===== src/rtl/tag_array_ctrl_pkg.sv =====
// Shared constants and encodings for the L1 tag-array controller.
package tag_array_ctrl_pkg;

  localparam int unsigned TAG_SETS       = 64;
  localparam int unsigned TAG_IDX_W      = 6;
  localparam int unsigned TAG_WAYS       = 4;
  localparam int unsigned TAG_W          = 22;
  localparam int unsigned TAG_STARVE_MAX = 4;

  typedef enum logic {
    SRC_CPU = 1'b0,
    SRC_PRB = 1'b1
  } src_e;

  typedef enum logic {
    ST_FLUSH = 1'b0,
    ST_SERVE = 1'b1
  } state_e;

endpackage


===== src/rtl/tag_arb_prio.sv =====
// Combinational one-hot grant for the shared tag SRAM port:
// refill > starved CPU > probe > CPU.
module tag_arb_prio (
  input  logic i_en,
  input  logic i_rfl_valid,
  input  logic i_prb_valid,
  input  logic i_cpu_valid,
  input  logic i_cpu_starved,
  output logic o_rfl_gnt,
  output logic o_prb_gnt,
  output logic o_cpu_gnt
);

  always_comb begin
    o_rfl_gnt = 1'b0;
    o_prb_gnt = 1'b0;
    o_cpu_gnt = 1'b0;
    if (i_en) begin
      if (i_rfl_valid)                      o_rfl_gnt = 1'b1;
      else if (i_cpu_valid && i_cpu_starved) o_cpu_gnt = 1'b1;
      else if (i_prb_valid)                 o_prb_gnt = 1'b1;
      else if (i_cpu_valid)                 o_cpu_gnt = 1'b1;
    end
  end

endmodule


===== src/rtl/tag_array_ctrl.sv =====
// Sequencer/arbiter in front of the single-port L1 tag SRAM: invalidation walk
// after reset, then refill/probe/CPU sharing. Optional TAG_ARRAY_CTRL_FLUSH_CMD_EN adds flush_req.
module tag_array_ctrl #(
  parameter int unsigned SETS       = tag_array_ctrl_pkg::TAG_SETS,
  parameter int unsigned IDX_W      = tag_array_ctrl_pkg::TAG_IDX_W,
  parameter int unsigned WAYS       = tag_array_ctrl_pkg::TAG_WAYS,
  parameter int unsigned TAG_W      = tag_array_ctrl_pkg::TAG_W,
  parameter int unsigned STARVE_MAX = tag_array_ctrl_pkg::TAG_STARVE_MAX
) (
  input  logic                  clock,
  input  logic                  reset,
`ifdef TAG_ARRAY_CTRL_FLUSH_CMD_EN
  input  logic                  flush_req,
`endif
  input  logic                  cpu_valid,
  output logic                  cpu_ready,
  input  logic [IDX_W-1:0]      cpu_idx,
  input  logic                  prb_valid,
  output logic                  prb_ready,
  input  logic [IDX_W-1:0]      prb_idx,
  input  logic                  rfl_valid,
  output logic                  rfl_ready,
  input  logic [IDX_W-1:0]      rfl_idx,
  input  logic [WAYS-1:0]       rfl_wmask,
  input  logic [WAYS*TAG_W-1:0] rfl_wdata,
  output logic                  resp_valid,
  output logic                  resp_src,
  output logic [WAYS*TAG_W-1:0] resp_rdata,
  output logic                  flush_busy,
  output logic [IDX_W-1:0]      sram_addr,
  output logic                  sram_en,
  output logic                  sram_wmode,
  output logic [WAYS*TAG_W-1:0] sram_wdata,
  output logic [WAYS-1:0]       sram_wmask,
  input  logic [WAYS*TAG_W-1:0] sram_rdata
);

  import tag_array_ctrl_pkg::*;

  localparam int unsigned STW = $clog2(STARVE_MAX + 1);

  state_e           r_state;
  state_e           w_next_state;
  logic [IDX_W-1:0] r_flush_cnt;
  logic [STW-1:0]   r_starve;
  logic             r_resp_valid;
  src_e             r_src;
  logic             w_starved;
  logic             w_serve;
  logic             w_flush_cmd;
  logic             w_rfl_gnt;
  logic             w_prb_gnt;
  logic             w_cpu_gnt;
  logic             w_rd_gnt;

`ifdef TAG_ARRAY_CTRL_FLUSH_CMD_EN
  assign w_flush_cmd = flush_req;
`else
  assign w_flush_cmd = 1'b0;
`endif

  assign w_serve   = (r_state == ST_SERVE);
  assign w_starved = (r_starve >= STW'(STARVE_MAX));
  assign w_rd_gnt  = w_prb_gnt | w_cpu_gnt;

  tag_arb_prio u_arb (
    .i_en          (w_serve),
    .i_rfl_valid   (rfl_valid),
    .i_prb_valid   (prb_valid),
    .i_cpu_valid   (cpu_valid),
    .i_cpu_starved (w_starved),
    .o_rfl_gnt     (w_rfl_gnt),
    .o_prb_gnt     (w_prb_gnt),
    .o_cpu_gnt     (w_cpu_gnt)
  );

  always_ff @(posedge clock or posedge reset) begin
    if (reset) r_state <= ST_FLUSH;
    else       r_state <= w_next_state;
  end

  always_comb begin
    w_next_state = r_state;
    case (r_state)
      ST_FLUSH: if (r_flush_cnt == IDX_W'(SETS - 1)) w_next_state = ST_SERVE;
      ST_SERVE: if (w_flush_cmd) w_next_state = ST_FLUSH;
      default:  w_next_state = ST_FLUSH;
    endcase
  end

  // Counter rests at 0 while serving so any re-entry into FLUSH starts at set 0.
  // Starvation only accrues while serving; a walk leaves it cleared.
  always_ff @(posedge clock or posedge reset) begin
    if (reset) begin
      r_flush_cnt  <= '0;
      r_starve     <= '0;
      r_resp_valid <= 1'b0;
      r_src        <= SRC_CPU;
    end else begin
      if (r_state == ST_FLUSH) r_flush_cnt <= r_flush_cnt + 1'b1;
      else                     r_flush_cnt <= '0;
      if (w_serve && cpu_valid && !w_cpu_gnt) begin
        if (!w_starved) r_starve <= r_starve + 1'b1;
      end else begin
        r_starve <= '0;
      end
      r_resp_valid <= w_rd_gnt;
      if (w_rd_gnt) r_src <= w_prb_gnt ? SRC_PRB : SRC_CPU;
    end
  end

  always_comb begin
    sram_en    = 1'b0;
    sram_wmode = 1'b0;
    sram_addr  = '0;
    sram_wdata = '0;
    sram_wmask = '0;
    if (r_state == ST_FLUSH) begin
      sram_en    = !reset;
      sram_wmode = 1'b1;
      sram_addr  = r_flush_cnt;
      sram_wmask = '1;
    end else if (w_rfl_gnt) begin
      sram_en    = 1'b1;
      sram_wmode = 1'b1;
      sram_addr  = rfl_idx;
      sram_wdata = rfl_wdata;
      sram_wmask = rfl_wmask;
    end else if (w_prb_gnt) begin
      sram_en    = 1'b1;
      sram_addr  = prb_idx;
    end else if (w_cpu_gnt) begin
      sram_en    = 1'b1;
      sram_addr  = cpu_idx;
    end
  end

  assign rfl_ready  = w_rfl_gnt;
  assign prb_ready  = w_prb_gnt;
  assign cpu_ready  = w_cpu_gnt;
  assign flush_busy = (r_state == ST_FLUSH);
  assign resp_valid = r_resp_valid;
  assign resp_src   = r_src;
  assign resp_rdata = sram_rdata;

endmodule


===== config.mk =====
export PLATFORM = sky130hd
export DESIGN_NAME = tag_array_ctrl
export DESIGN_NICKNAME = d
export VERILOG_FILES = /design/src/rtl/tag_array_ctrl_pkg.sv /design/src/rtl/tag_arb_prio.sv /design/src/rtl/tag_array_ctrl.sv
export SDC_FILE = /design/constraint.sdc
export NUM_CORES = 1
export LEC_CHECK = 0
export ABC_CLOCK_PERIOD_IN_PS = 3000
export CAP_MARGIN = 10
export CORE_AREA = 10 10 146 148
export CTS_CLUSTER_SIZE = 20
export DETAILED_ROUTE_END_ITERATION = 7
export DIE_AREA = 0 0 156 158
export GPL_TIMING_DRIVEN = 0
export SLEW_MARGIN = 20
export SYNTH_ARGS = -nofsm -noshare
export SYNTH_HDL_FRONTEND = slang
export SYNTH_SLANG_ARGS = --single-unit

===== constraint.sdc =====
create_clock -name clock -period 3 [get_ports clock]
set_clock_uncertainty 0.2 [all_clocks]
set_input_delay 0.75 -clock clock [delete_from_list [all_inputs] [get_ports clock]]
set_output_delay 0.75 -clock clock [all_outputs]
set_load 0.01 [all_outputs]

==> results.md <==
- Max_cap viols: 0
- Syn Std Cell Area: 2066 um2
- Yosys cell types: 24
- First-pass GRT wire length: around 22 mm
- Final period util: 0.9824
- Synth Warn #: 0
- Critical Path Start Type: input pin
- Psw: 0.0001936 W
- Post-synthesis register bit count: 12
- Setup_tns: 0 ns
- Die Ht: around 160 um
- Synth top area share: 0.3198
- Endpoints failing setup: 0
- Clock Latency Late Sink: 0.24 ns
- Final min period: slightly below 3 ns
- Area leader, netlist: buf_4
- Status: finished, final reports clean
- Core area: around 18000 um2
- Final Slew Violations: 0
- DR vias/cell: around 3.7
- Post-detail-place hpwl: about 14 mm
- Setup crit end kind: output port
- Switching share of total power: 0.2220
- Post-synth top cells: and3_1, buf_4, nand2_1
- Placer Congestion: between 0.7 and 0.8
- Ys async rst share: 1.000
- Clk pwr share: 0.309
- Die area: around 25000 um2
- Top cells by area, synth: buf_4, and3_1, dfrtp_1
- Ratio of cells with drive above 1 in the final layout: 0.2057
- PwrDens: around 160 nW/um2
- DR WL/cell: between 15 and 20 um
- Register area share after synthesis: 0.1454
- EDFF count, synth: 0
- Count leader, synth: and3_1
- DRT Pass-1 Iters: 4
- CTS Buf Count: 3
- N_diodes: 0
- Int Pwr: roughly 0.00068 W
- Final Hold Viols: 0
- Sequential Power Share: 0.186
- Ys flop type: dfrtp_1
- Filler Cells Inserted: 2010
- Logic pwr share: 0.504
- Nets: roughly 810
- Sink Count: 12
- Clock Tree Buf Depth: 2
- Worst EP arrival: approximately 2 ns
- H-tree levels: 1
- Io pins: between 300 and 400
- Grt ovf: 0
- Mapped Cells: 284
- CTS tree: built
- RSZ-0062 raised after global routing: false
- Largest net degree at the start of global routing: 13
- Leak Pwr: approximately 2.8 nW
- VDD IR max: around 0.18 mV
- Global-route usage over all layers: 0.1144
- Layout area overhead: 169.0%
- Worst min-delay path category: flop to flop
- Worst Hold Margin: slightly above 0.3 ns
- Worst Path Required: ~2.1 ns
- Fmax: about 340 MHz
- Root buf cell: clkbuf_16
- Syn nets: 490
- Port Buffers: 308
- Crit path max fanout: 5
- Vias in the first global route: approximately 3500
- Setup CP Type: input pin to output port
- Final WL: around 16 mm
- Initial DRC Count: about 120
- Layout Utilization: 0.3011
- Routed Antenna Nets: 0
- Normalized max-slew margin: 0.6843
- R2R setup slack: around 1.5 ns
- Clock transition at path regs: 0.04 ns
- Die boundary width: 156 um
- Slew @ Worst Pin: approximately 0.47 ns
- DRC Markers: 0
- Initial Util: 0.1119
- Hold_buf cts: 0
- Syn Area/Cell: 7.274 um2
- # rows: 50
- Routed via count: ~3100
- Initial antenna violation count: 0
logic make-up (layout without fill, tap and decap cells):
kind of cell / count (synthesis) / count (layout) / share of synthesized area
buffers and inverters: 119 / 433 / 0.3937
adder cells (fa/ha/maj): 3 / 3 / 0.01817
AND/OR/NAND/NOR: 126 / 126 / 0.3549
flip-flops: 12 / 12 / 0.1454
AO/OA/AOI/OAI: 21 / 21 / 0.07511
XOR/XNOR: 3 / 3 / 0.01272
stage by stage:
stage / cells / instance area, um2 / power (W) / setup slack, ns
global route: 832 / 5557 / 0.0009165 / 0.005985
global placement: 826 / 5441 / 0.0005986 / -0.7482
finish: 832 / 5557 / 0.0008718 / 0.05276
detailed placement: 826 / 5441 / 0.0006021 / -0.7612
floorplan: 284 / 2066 / 0.0003080 / 0.4851
CTS: 832 / 5558 / 0.0008855 / 0.01812
cell usage in the layout (no fill, tap or decap), types with 2 or more instances in the layout:
master	instances
buf_4	90
ha_1	3
clkdlybuf4s15_1	2
o21ai_0	5
clkbuf_2	8
buf_6	5
inv_1	6
clkbuf_1	2
dfrtp_1	12
a22o_1	4
xor2_1	2
dlygate4sd2_1	36
nor2_1	9
clkdlybuf4s50_1	263
dlymetal6s2s_1	3
nand3_1	6
a221o_1	6
buf_8	2
clkbuf_4	4
buf_2	7
and3_1	91
clkbuf_16	3
nand2b_1	2
nand2_1	14
a21oi_1	4
critical path, stage by stage:
cell,delay (ns)
buf_4,0.14
buf_6,0.13
and2_4,0.13
buf_6,0.12
a22o_1,0.18
a221o_1,0.25
dlygate4sd2_1,0.28
layout make-up:
class	instances	area, um2	area share
multi-input cells	153	952.2	0.1714
well taps	234	292.8	0.05269
flip-flops and latches	12	300.3	0.05404
repair buffers	310	3059	0.5506
inverters	6	22.52	0.004053
plain buffers	113	840.8	0.1513
clock buffers	4	88.84	0.01599
what timing repair did:
action / 4_1_cts / 5_1_grt
endpoints found under the setup margin: 102 / 19
gates resized for setup: 74 / 9
setup buffers: 1 / 0
gates cloned: 1 / 0
layer usage:
layer / GRT usage / share of wire / vias up / routed length [um]
met5: 0 / 0 / - / 0
met3: 0.06269 / 0.14 / 6 / 2209
met2: 0.2105 / 0.51 / 212 / 7973
li1: - / - / 1501 / -
met4: 0.01259 / 0.0058 / 0 / 91
met1: 0.1140 / 0.35 / 1394 / 5433
final timing paths:
check                           from            to  cells past startpoint
max                        rfl_valid  sram_addr[4]                      7
min                         resp_src      resp_src                      2
max reg2reg                  r_state   r_starve[2]                      3
min reg2reg                 resp_src      resp_src                      2
max in group asynchronous      reset       r_state                      2
min in group asynchronous      reset    resp_valid                      2
flip-flops by register name (all words and copies together) (netlist names):
register and cells:
resp_valid 1, resp_src 1, r_starve 3, r_flush_cnt 6, r_state 1
power groups by stage:
stage / Clock [W] / Combinational, W / Sequential, W
5_1_grt: 0.000284 / 0.000470 / 0.000162
3_5_place_dp: 0 / 0.000437 / 0.000165
4_1_cts: 0.000274 / 0.000449 / 0.000162
6_report: 0.000270 / 0.000440 / 0.000162
3_3_place_gp: 0 / 0.000434 / 0.000165
2_1_floorplan: 0 / 0.000143 / 0.000165
No activity file was read; power rests on OpenSTA's default activity.
